File: config.mk
export PLATFORM = sky130hd
export DESIGN_NAME = slave_port_flat
export DESIGN_NICKNAME = d
export VERILOG_FILES = /design/src/rtl/slave_port_if.sv /design/src/rtl/slave_port.sv /design/src/flat_wrapper.sv
export SDC_FILE = /design/constraint.sdc
export NUM_CORES = 1
export LEC_CHECK = 0
export ABC_AREA = 0
export CAP_MARGIN = 25
export CORE_ASPECT_RATIO = 1.2
export CORE_MARGIN = 1
export CORE_UTILIZATION = 50
export CTS_CLUSTER_SIZE = 8
export DETAILED_ROUTE_END_ITERATION = 8
export GPL_TIMING_DRIVEN = 0
export PLACE_DENSITY = 0.74
export SYNTH_ARGS = -nofsm -noshare
export SYNTH_HDL_FRONTEND = slang
export SYNTH_SLANG_ARGS = --single-unit
File: constraint.sdc
create_clock -name clk -period 2.3 [get_ports clk]
set_input_delay 0.23 -clock clk [delete_from_list [all_inputs] [get_ports clk]]
set_output_delay 0.23 -clock clk [all_outputs]
set_load 0.03 [all_outputs]
File: src/rtl/slave_port_if.sv
// Serial frame bus plus local memory port bundle for slave_port.
// master drives the frame and returns memory data; slave is the port itself.
interface slave_port_if #(
   parameter int ADDR_WIDTH = 12,
   parameter int DATA_WIDTH = 8
);
   logic                  swdata;
   logic                  smode;
   logic                  mvalid;
   logic                  srdata;
   logic                  svalid;
   logic                  sready;
   logic [ADDR_WIDTH-1:0] mem_addr;
   logic [DATA_WIDTH-1:0] mem_wdata;
   logic                  mem_wen;
   logic                  mem_ren;
   logic [DATA_WIDTH-1:0] mem_rdata;
   logic                  mem_rvalid;

   modport master (
      output swdata, smode, mvalid, mem_rdata, mem_rvalid,
      input  srdata, svalid, sready, mem_addr, mem_wdata,
      input  mem_wen, mem_ren
   );

   modport slave (
      input  swdata, smode, mvalid, mem_rdata, mem_rvalid,
      output srdata, svalid, sready, mem_addr, mem_wdata,
      output mem_wen, mem_ren
   );
endinterface

File: src/rtl/slave_port.sv
// Serial-to-memory slave port: LSB-first address/data frames, serial read-back.
// Define SLAVE_PORT_WR_ACK_EN to add a one-cycle write acknowledge (WR_ACK).
module slave_port #(
   parameter int ADDR_WIDTH = 12,
   parameter int DATA_WIDTH = 8
) (
   input  logic        clk,
   input  logic        rst,
   slave_port_if.slave bus
);
   localparam int MW = (ADDR_WIDTH > DATA_WIDTH) ? ADDR_WIDTH : DATA_WIDTH;
   localparam int CW = $clog2(MW + 1);
   localparam logic [CW-1:0] LAST_A = CW'(ADDR_WIDTH - 1);
   localparam logic [CW-1:0] LAST_D = CW'(DATA_WIDTH - 1);

   typedef enum logic [2:0] {
      IDLE, ADDR, WDATA, MEM_WR, MEM_RD, WAIT_RD, RD_TX
`ifdef SLAVE_PORT_WR_ACK_EN
      , WR_ACK
`endif
   } state_t;

   state_t                state;
   logic [CW-1:0]         cnt;
   logic                  mode;
   logic [ADDR_WIDTH-1:0] addr_sr;
   logic [DATA_WIDTH-1:0] data_sr;
   logic [DATA_WIDTH-1:0] rd_sr;
   logic [ADDR_WIDTH-1:0] addr_nx;
   logic [DATA_WIDTH-1:0] data_nx;
   logic [DATA_WIDTH-1:0] rd_nx;

   // Right-shift in at the MSB: after a full field the first bit sits at bit 0.
   always_comb begin
      addr_nx = (addr_sr >> 1) |
                (ADDR_WIDTH'(bus.swdata) << (ADDR_WIDTH - 1));
      data_nx = (data_sr >> 1) |
                (DATA_WIDTH'(bus.swdata) << (DATA_WIDTH - 1));
      rd_nx   = rd_sr >> 1;
   end

   always_ff @(posedge clk or posedge rst) begin
      if (rst) begin
         state         <= IDLE;
         cnt           <= '0;
         mode          <= 1'b0;
         addr_sr       <= '0;
         data_sr       <= '0;
         rd_sr         <= '0;
         bus.srdata    <= 1'b0;
         bus.svalid    <= 1'b0;
         bus.sready    <= 1'b1;
         bus.mem_addr  <= '0;
         bus.mem_wdata <= '0;
         bus.mem_wen   <= 1'b0;
         bus.mem_ren   <= 1'b0;
      end else begin
         bus.mem_wen <= 1'b0;
         bus.mem_ren <= 1'b0;
         unique case (state)
            IDLE: begin
               if (bus.mvalid) begin
                  mode       <= bus.smode;
                  addr_sr    <= addr_nx;
                  bus.sready <= 1'b0;
                  if (ADDR_WIDTH == 1) begin
                     cnt <= '0;
                     if (bus.smode) begin
                        state <= WDATA;
                     end else begin
                        state        <= MEM_RD;
                        bus.mem_addr <= addr_nx;
                        bus.mem_ren  <= 1'b1;
                     end
                  end else begin
                     cnt   <= CW'(1);
                     state <= ADDR;
                  end
               end
            end
            ADDR: begin
               if (!bus.mvalid) begin
                  state      <= IDLE;
                  cnt        <= '0;
                  addr_sr    <= '0;
                  bus.sready <= 1'b1;
               end else begin
                  addr_sr <= addr_nx;
                  if (cnt == LAST_A) begin
                     cnt <= '0;
                     if (mode) begin
                        state <= WDATA;
                     end else begin
                        state        <= MEM_RD;
                        bus.mem_addr <= addr_nx;
                        bus.mem_ren  <= 1'b1;
                     end
                  end else begin
                     cnt <= cnt + CW'(1);
                  end
               end
            end
            WDATA: begin
               if (!bus.mvalid) begin
                  state      <= IDLE;
                  cnt        <= '0;
                  addr_sr    <= '0;
                  data_sr    <= '0;
                  bus.sready <= 1'b1;
               end else begin
                  data_sr <= data_nx;
                  if (cnt == LAST_D) begin
                     cnt           <= '0;
                     state         <= MEM_WR;
                     bus.mem_addr  <= addr_sr;
                     bus.mem_wdata <= data_nx;
                     bus.mem_wen   <= 1'b1;
                  end else begin
                     cnt <= cnt + CW'(1);
                  end
               end
            end
            MEM_WR: begin
`ifdef SLAVE_PORT_WR_ACK_EN
               state      <= WR_ACK;
               bus.svalid <= 1'b1;
               bus.srdata <= 1'b1;
`else
               state      <= IDLE;
               bus.sready <= 1'b1;
`endif
            end
`ifdef SLAVE_PORT_WR_ACK_EN
            WR_ACK: begin
               state      <= IDLE;
               bus.svalid <= 1'b0;
               bus.srdata <= 1'b0;
               bus.sready <= 1'b1;
            end
`endif
            MEM_RD: state <= WAIT_RD;
            WAIT_RD: begin
               if (bus.mem_rvalid) begin
                  rd_sr      <= bus.mem_rdata;
                  bus.srdata <= bus.mem_rdata[0];
                  bus.svalid <= 1'b1;
                  cnt        <= '0;
                  state      <= RD_TX;
               end
            end
            RD_TX: begin
               if (cnt == LAST_D) begin
                  cnt        <= '0;
                  bus.svalid <= 1'b0;
                  bus.srdata <= 1'b0;
                  bus.sready <= 1'b1;
                  state      <= IDLE;
               end else begin
                  rd_sr      <= rd_nx;
                  bus.srdata <= rd_nx[0];
                  cnt        <= cnt + CW'(1);
               end
            end
            default: begin
               state      <= IDLE;
               cnt        <= '0;
               bus.svalid <= 1'b0;
               bus.srdata <= 1'b0;
               bus.sready <= 1'b1;
            end
         endcase
      end
   end
endmodule

File: src/flat_wrapper.sv
// flat-port wrapper written by rule: the top's interface ports become plain ports
module slave_port_flat 
#(
   parameter int ADDR_WIDTH = 12,
   parameter int DATA_WIDTH = 8
)
  (clk, rst, bus_swdata, bus_smode, bus_mvalid, bus_mem_rdata, bus_mem_rvalid, bus_srdata, bus_svalid, bus_sready, bus_mem_addr, bus_mem_wdata, bus_mem_wen, bus_mem_ren);
  slave_port_if #(.ADDR_WIDTH(ADDR_WIDTH), .DATA_WIDTH(DATA_WIDTH)) bus_i ();
  input  logic clk;
  input  logic rst;
  input wire logic [$bits(bus_i.swdata)-1:0] bus_swdata;
  input wire logic [$bits(bus_i.smode)-1:0] bus_smode;
  input wire logic [$bits(bus_i.mvalid)-1:0] bus_mvalid;
  input wire logic [$bits(bus_i.mem_rdata)-1:0] bus_mem_rdata;
  input wire logic [$bits(bus_i.mem_rvalid)-1:0] bus_mem_rvalid;
  output wire logic [$bits(bus_i.srdata)-1:0] bus_srdata;
  output wire logic [$bits(bus_i.svalid)-1:0] bus_svalid;
  output wire logic [$bits(bus_i.sready)-1:0] bus_sready;
  output wire logic [$bits(bus_i.mem_addr)-1:0] bus_mem_addr;
  output wire logic [$bits(bus_i.mem_wdata)-1:0] bus_mem_wdata;
  output wire logic [$bits(bus_i.mem_wen)-1:0] bus_mem_wen;
  output wire logic [$bits(bus_i.mem_ren)-1:0] bus_mem_ren;
  assign bus_i.swdata = bus_swdata;
  assign bus_i.smode = bus_smode;
  assign bus_i.mvalid = bus_mvalid;
  assign bus_i.mem_rdata = bus_mem_rdata;
  assign bus_i.mem_rvalid = bus_mem_rvalid;
  assign bus_srdata = bus_i.srdata;
  assign bus_svalid = bus_i.svalid;
  assign bus_sready = bus_i.sready;
  assign bus_mem_addr = bus_i.mem_addr;
  assign bus_mem_wdata = bus_i.mem_wdata;
  assign bus_mem_wen = bus_i.mem_wen;
  assign bus_mem_ren = bus_i.mem_ren;
  slave_port #(.ADDR_WIDTH(ADDR_WIDTH), .DATA_WIDTH(DATA_WIDTH)) u_core (.clk(clk), .rst(rst), .bus(bus_i));
endmodule
==> metrics <==
count of final hold-check violations=0; root buffer cell=clkbuf_8; count of pins on the block boundary=39; Final Instance Count excl. Fillers=345; clock power share=26.7%; Total Routing Usage GR=20.0%; critical path's largest stage delay=390 ps; share of post-route cells with drive strength above 1=25.4%; area of the core=5300 um2; number of max-cap violations=0; Cell Rows=29; Place WS=316 ps; Synth async-reset ratio=100%; total via count after detailed routing=1934; antenna-violating nets left=0; Antenna Diode Count=0; area grow syn2layout=24.4%; share of total power in sequential cells=41.7%; total negative slack for setup checks=0 ps; floorplan die area=5820 um2; maximum fanout along the worst path=7; HPWL after detailed placement=3560 um; floorplan die width=69.8 um; P_leak=1.61 nW; most area-consuming cells after synthesis=dfrtp_1 (53%), mux2_2 (16%), a22o_1 (4.4%); slowest cell on the critical path=dfrtp_1; via density per instance=5.61; outcome=finished, final reports clean; depth of the CTS H-tree=3; post-synthesis average cell area=12.0 um2; fraction of power consumed by combinational cells=31.5%; met3 Use GR=4.85%; die span in y=83.3 um; net total in the final layout=294; setup fix buffers added after clock tree synthesis=0; power consumption=0.00350 W; Internal Pwr Total=0.00234 W; Max IR drop VDD=0.615 mV; total DRC errors in the routed layout=0; part of the cycle the worst path needs=84.7%; worst setup slack after layout=353 ps; reg-to-reg slack, setup=350 ps; routing usage on met2=32.2%; CP Cell Sequence=ha_1 -> and3b_1 -> nor2_1 -> o21ai_2 -> mux2_2; RSZ-0062 raised after global routing=no; Crit. Startpoint=u_core.cnt[0]; fraction of the yosys area taken by sequential cells=53.6%; Cell Area, Synth=2760 um2; grt total ovfl=0; syn_nets=244; Reg2Reg Capture Point=u_core.rd_sr[1]; cts repair resizes=0; post-synthesis instance total=229; Critical Path Sink Type=register; Routed WL=5140 um; cell taking the most area after synthesis=dfrtp_1; routed length per instance=14.9 um; clock-pin slew reported for the worst setup and hold paths after clock tree synthesis=60 ps; smallest hold slack=313 ps; Layout Skew=3.93 ps; buffer depth of the longest clock path=2; kind of launch point of the worst setup path=register; First DRT Iteration DRCs=91; HP Class=input port to asynchronous set/reset pin; global-route track usage on met1=24.4%; count of synthesis-stage warnings from yosys=0; slew at the pin with the worst max-slew slack=681 ps; post-layout minimum cycle time=1950 ps; Initial Utilization=52.0%; clock tree from TritonCTS=done; number of flip-flops and latches in the synthesized netlist=59; highest clock frequency the design can meet=513 MHz; top cell type's share of synthesized area=52.7%; R2R Path Start=u_core.cnt[0]; routability congestion estimate from global placement=0.840; crit path DAT=2170 ps; CTS hold repair buffers=0; DR pass1 iterations=4; count of input and output buffers=38; vias in the first global route=1964; switching power total=0.00116 W; number of clock sinks=59; placed cell count=330; switching share of total power=33.0%; Worst Path Class, Setup=register to register; antenna violations before repair=0; final setup violating endpoints=0; count of flip-flops with a built-in enable after synthesis=0; clock latency at the later pin of the worst-skew pair=340 ps; Worst Reg2Reg Path Length in Cells=5; clock buffers created by TritonCTS=9; Worst Setup EP=u_core.rd_sr[1]; PD cells=1020 nW/um2; peak-usage layer in the global routing report=met2; number of filler cells placed in the layout=437; distinct cell type count after synthesis=46; first-pass GRT wire length=9020 um; max-slew violation total from the final report=0; worst endpoint required time=2520 ps; Max transition margin=54.6%; leading register cell type out of synthesis=dfrtp_1; largest net degree at the start of global routing=32
## state kept, by name, summed over array words and instances, names as in the netlist, 3 cells and up
signal / flops
u_core.addr_sr: 12
u_core.bus.mem_addr: 12
u_core.bus.mem_wdata: 8
u_core.data_sr: 7
u_core.rd_sr: 7
u_core.cnt: 4
u_core.state: 3
## worst min path at each step
| stage | endpoint | depth (start not counted) |
|---|---|---|
| CTS | u_core.rd_sr[2] | 2 |
| global placement | u_core.data_sr[1] | 2 |
| global route | u_core.data_sr[5] | 2 |
| floorplan | u_core.addr_sr[11] | 1 |
| finish | u_core.data_sr[2] | 2 |
| detailed placement | u_core.bus.sready | 2 |
## critical path: cells and delay by family (launching register included)
family / cells / cell delay (ps)
adders and majority gates: 1 / 280
and+or+nand+nor: 2 / 410
muxes: 1 / 380
AOI/OAI and AO/OA: 1 / 370
DFF: 1 / 390
## per-layer routing
metal,wire (um),vias up
li1,-,924
met1,2310,955
met2,2520,44
met3,178,11
met4,131,0
met5,0,-
## metrics by stage
step | instance area (um2) | utilization (%)
after floorplan | 2760 | -
after global placement | 3210 | 60.7
after detailed placement | 3230 | 61.1
after CTS | 3430 | 64.7
after global routing | 3430 | 64.7
final | 3430 | 64.7
## cell usage in the layout (no fill, tap or decap), types with 2 or more instances in the layout
cell and n:
a21oi_1 5, a22o_1 14, and3b_1 3, buf_2 5, buf_4 2, buf_6 2
clkbuf_1 5, clkbuf_8 11, clkdlybuf4s50_1 38, dfrtp_1 58, inv_1 5, mux2_1 5
mux2_2 39, nand2_1 25, nand2b_1 3, nor2_1 8, o21a_1 2, o21ai_0 17
o21ai_2 2, xnor2_1 2
## synthesized netlist by cell type (all sizes together) (2+ instances only)
library cell and n:
dfrtp 58, mux2 44, nand2 27, o21ai 19, a22o 14, nor2 10
buf 9, inv 6, a21oi 5, and3b 3, clkbuf 3, nand2b 3
nor3b 2, o21a 2, xnor2 2
## power groups by stage
stage | Combinational (W) | Clock, W | Sequential, W
floorplan | 0.000815 | 0 | 0.00147
global placement | 0.00108 | 0 | 0.00147
detailed placement | 0.00110 | 0 | 0.00148
CTS | 0.00111 | 0.000958 | 0.00146
global route | 0.00122 | 0.00101 | 0.00149
finish | 0.00110 | 0.000935 | 0.00146
## area by class of cell
class	count	area, um2	area share [%]
Multi-Input combinational cell	152	1180	34.5
Timing Repair Buffer	39	400	11.7
Tap cell	62	77.6	2.26
Sequential cell	59	1480	43.1
Buffer	12	73.8	2.15
Clock inverter	2	35.0	1.02
Inverter	6	22.5	0.657
Clock buffer	13	159	4.64
## kinds of logic (layout without fill, tap and decap cells)
family / count (synthesis) / in the layout / share of synthesized area (%)
simple gates: 53 / 53 / 10.4
fa+ha+maj: 1 / 1 / 0.454
compound gates: 51 / 51 / 13.0
xor+xnor: 2 / 2 / 0.636
mux: 45 / 45 / 18.3
buf+inv: 18 / 72 / 3.49
flops: 59 / 59 / 53.6
(Power assumes the default switching activity.)
==> edit (same settings) <==
Build with the macro `SLAVE_PORT_WR_ACK_EN` defined.
--- a/src/rtl/slave_port.sv
+++ b/src/rtl/slave_port.sv
@@ -1,5 +1,7 @@
 // Serial-to-memory slave port: LSB-first address/data frames, serial read-back.
 // Define SLAVE_PORT_WR_ACK_EN to add a one-cycle write acknowledge (WR_ACK).
+`define SLAVE_PORT_WR_ACK_EN
+
 module slave_port #(
    parameter int ADDR_WIDTH = 12,
    parameter int DATA_WIDTH = 8
Behaviour: no difference found for any inputs over 10 cycles, from zero or initial values and one cycle with rst high; that may be too few to reach the edited logic, so the function may still have changed.
==> edit against the original RTL <==
- non-clock buffer count rose by 4
- design area fell by 0.15%
- sequential share of layout area rose by 0.063 points
- critical path depth rose by 2
- worst setup slack got worse by 0.060 ns
- via count rose by 5.1%
- total power rose by 8.4%
- area after synthesis fell by 0.50%
- sequential cell count did not move
- wire length rose by 4.2%
- clock skew rose by 0.0017 ns
- clock power rose by 6.1%
- critical path type unchanged
- critical endpoint is now u_core.bus.mem_addr[4]
- largest power group unchanged
- highest routed layer unchanged
==> edit: results (changes against the original RTL) <==
Synthesized Nets -> 248 (was 244)
final sequential cell count -> 59 (unchanged)
sum of internal, switching and leakage power -> 0.00379 W (was 0.00350 W)
fraction of layout cells with a size suffix above 1 -> 23.3% (was 25.4%)
worst-path fanout max -> 10 (was 7)
NonClk Buf Share -> 14.0% (was 13.8%)
maximum vdd ir drop -> 0.682 mV (was 0.615 mV)
adder-cell area share of the yosys netlist -> 0.456% (was 0.454%)
cell area after layout -> 0.00342 sq mm (was 0.00343 sq mm)
wl on met1 -> 2.42 mm (was 2.31 mm)
signal arrival time at the worst endpoint -> 2.23 ns (was 2.17 ns)
post-DR wirelength/cell -> 15.3 microns (was 14.9 microns)
dpl hpwl -> 3.59 mm (was 3.56 mm)
routed wire length on met2 -> 2.55 mm (was 2.52 mm)
leading post-synthesis cells by cell area -> sky130_fd_sc_hd__dfrtp_1 53%, sky130_fd_sc_hd__mux2_2 13%, sky130_fd_sc_hd__a22o_1 4.5%, sky130_fd_sc_hd__nand2_1 2.9%, sky130_fd_sc_hd__a21oi_1 2.6% (was sky130_fd_sc_hd__dfrtp_1 53%, sky130_fd_sc_hd__mux2_2 16%, sky130_fd_sc_hd__a22o_1 4.4%, sky130_fd_sc_hd__nand2_1 3.4%, sky130_fd_sc_hd__o21ai_0 3.1%)
number of instances in the placed design -> 333 (was 330)
final weighted congestion of routability-driven global placement -> 0.811 (was 0.840)
first-pass GRT wire length -> 9.22 mm (was 9.02 mm)
average footprint of a synthesized cell -> 11.8 sq um (was 12.0 sq um)
result of the run -> finished clean (unchanged)
Worst Hold Class -> in -> reg (was in -> async)
Vias per Instance -> 5.83 (was 5.61)
worst r2r dst -> u_core.bus.mem_addr[4] (was u_core.rd_sr[1])
logic gate share of total power -> 34.6% (was 31.5%)
port buffer count -> 37 (was 38)
Non-Clock Buffer Count -> 55 (was 51)
clock network power -> 0.000992 W (was 0.000935 W)
top post-synthesis cells by count -> 58 x sky130_fd_sc_hd__dfrtp_1, 32 x sky130_fd_sc_hd__mux2_2, 21 x sky130_fd_sc_hd__nand2_1, 14 x sky130_fd_sc_hd__a21oi_1, 14 x sky130_fd_sc_hd__a22o_1 (was 58 x sky130_fd_sc_hd__dfrtp_1, 39 x sky130_fd_sc_hd__mux2_2, 25 x sky130_fd_sc_hd__nand2_1, 17 x sky130_fd_sc_hd__o21ai_0, 14 x sky130_fd_sc_hd__a22o_1)
GR met2 Demand/Resource -> 31.4% (was 32.2%)
setup skew after layout -> 0.00563 ns (was 0.00393 ns)
multi-input gate share of the layout cell area -> 33.7% (was 34.5%)
met3 routed wirelength -> 238 microns (was 178 microns)
==> edit: changes by cell type after synthesis, moves of 3 or more <==
cell,unedited run,this run
sky130_fd_sc_hd__mux2_1,5,0
sky130_fd_sc_hd__nand2_1,25,21
sky130_fd_sc_hd__nand2b_1,3,6
sky130_fd_sc_hd__a31oi_1,1,8
sky130_fd_sc_hd__nand3_1,1,8
sky130_fd_sc_hd__mux2_2,39,32
sky130_fd_sc_hd__mux2i_1,1,7
sky130_fd_sc_hd__o21ai_0,17,5
sky130_fd_sc_hd__a21oi_1,5,14
sky130_fd_sc_hd__nor2_1,8,4
==> edit: logic make-up (layout without fill, tap and decap cells) <==
family	count (synthesis)	after routing
buf+inv	23	77
fa+ha+maj	1	1
flops	59	59
simple gates	53	53
compound gates	58	58
mux	39	39
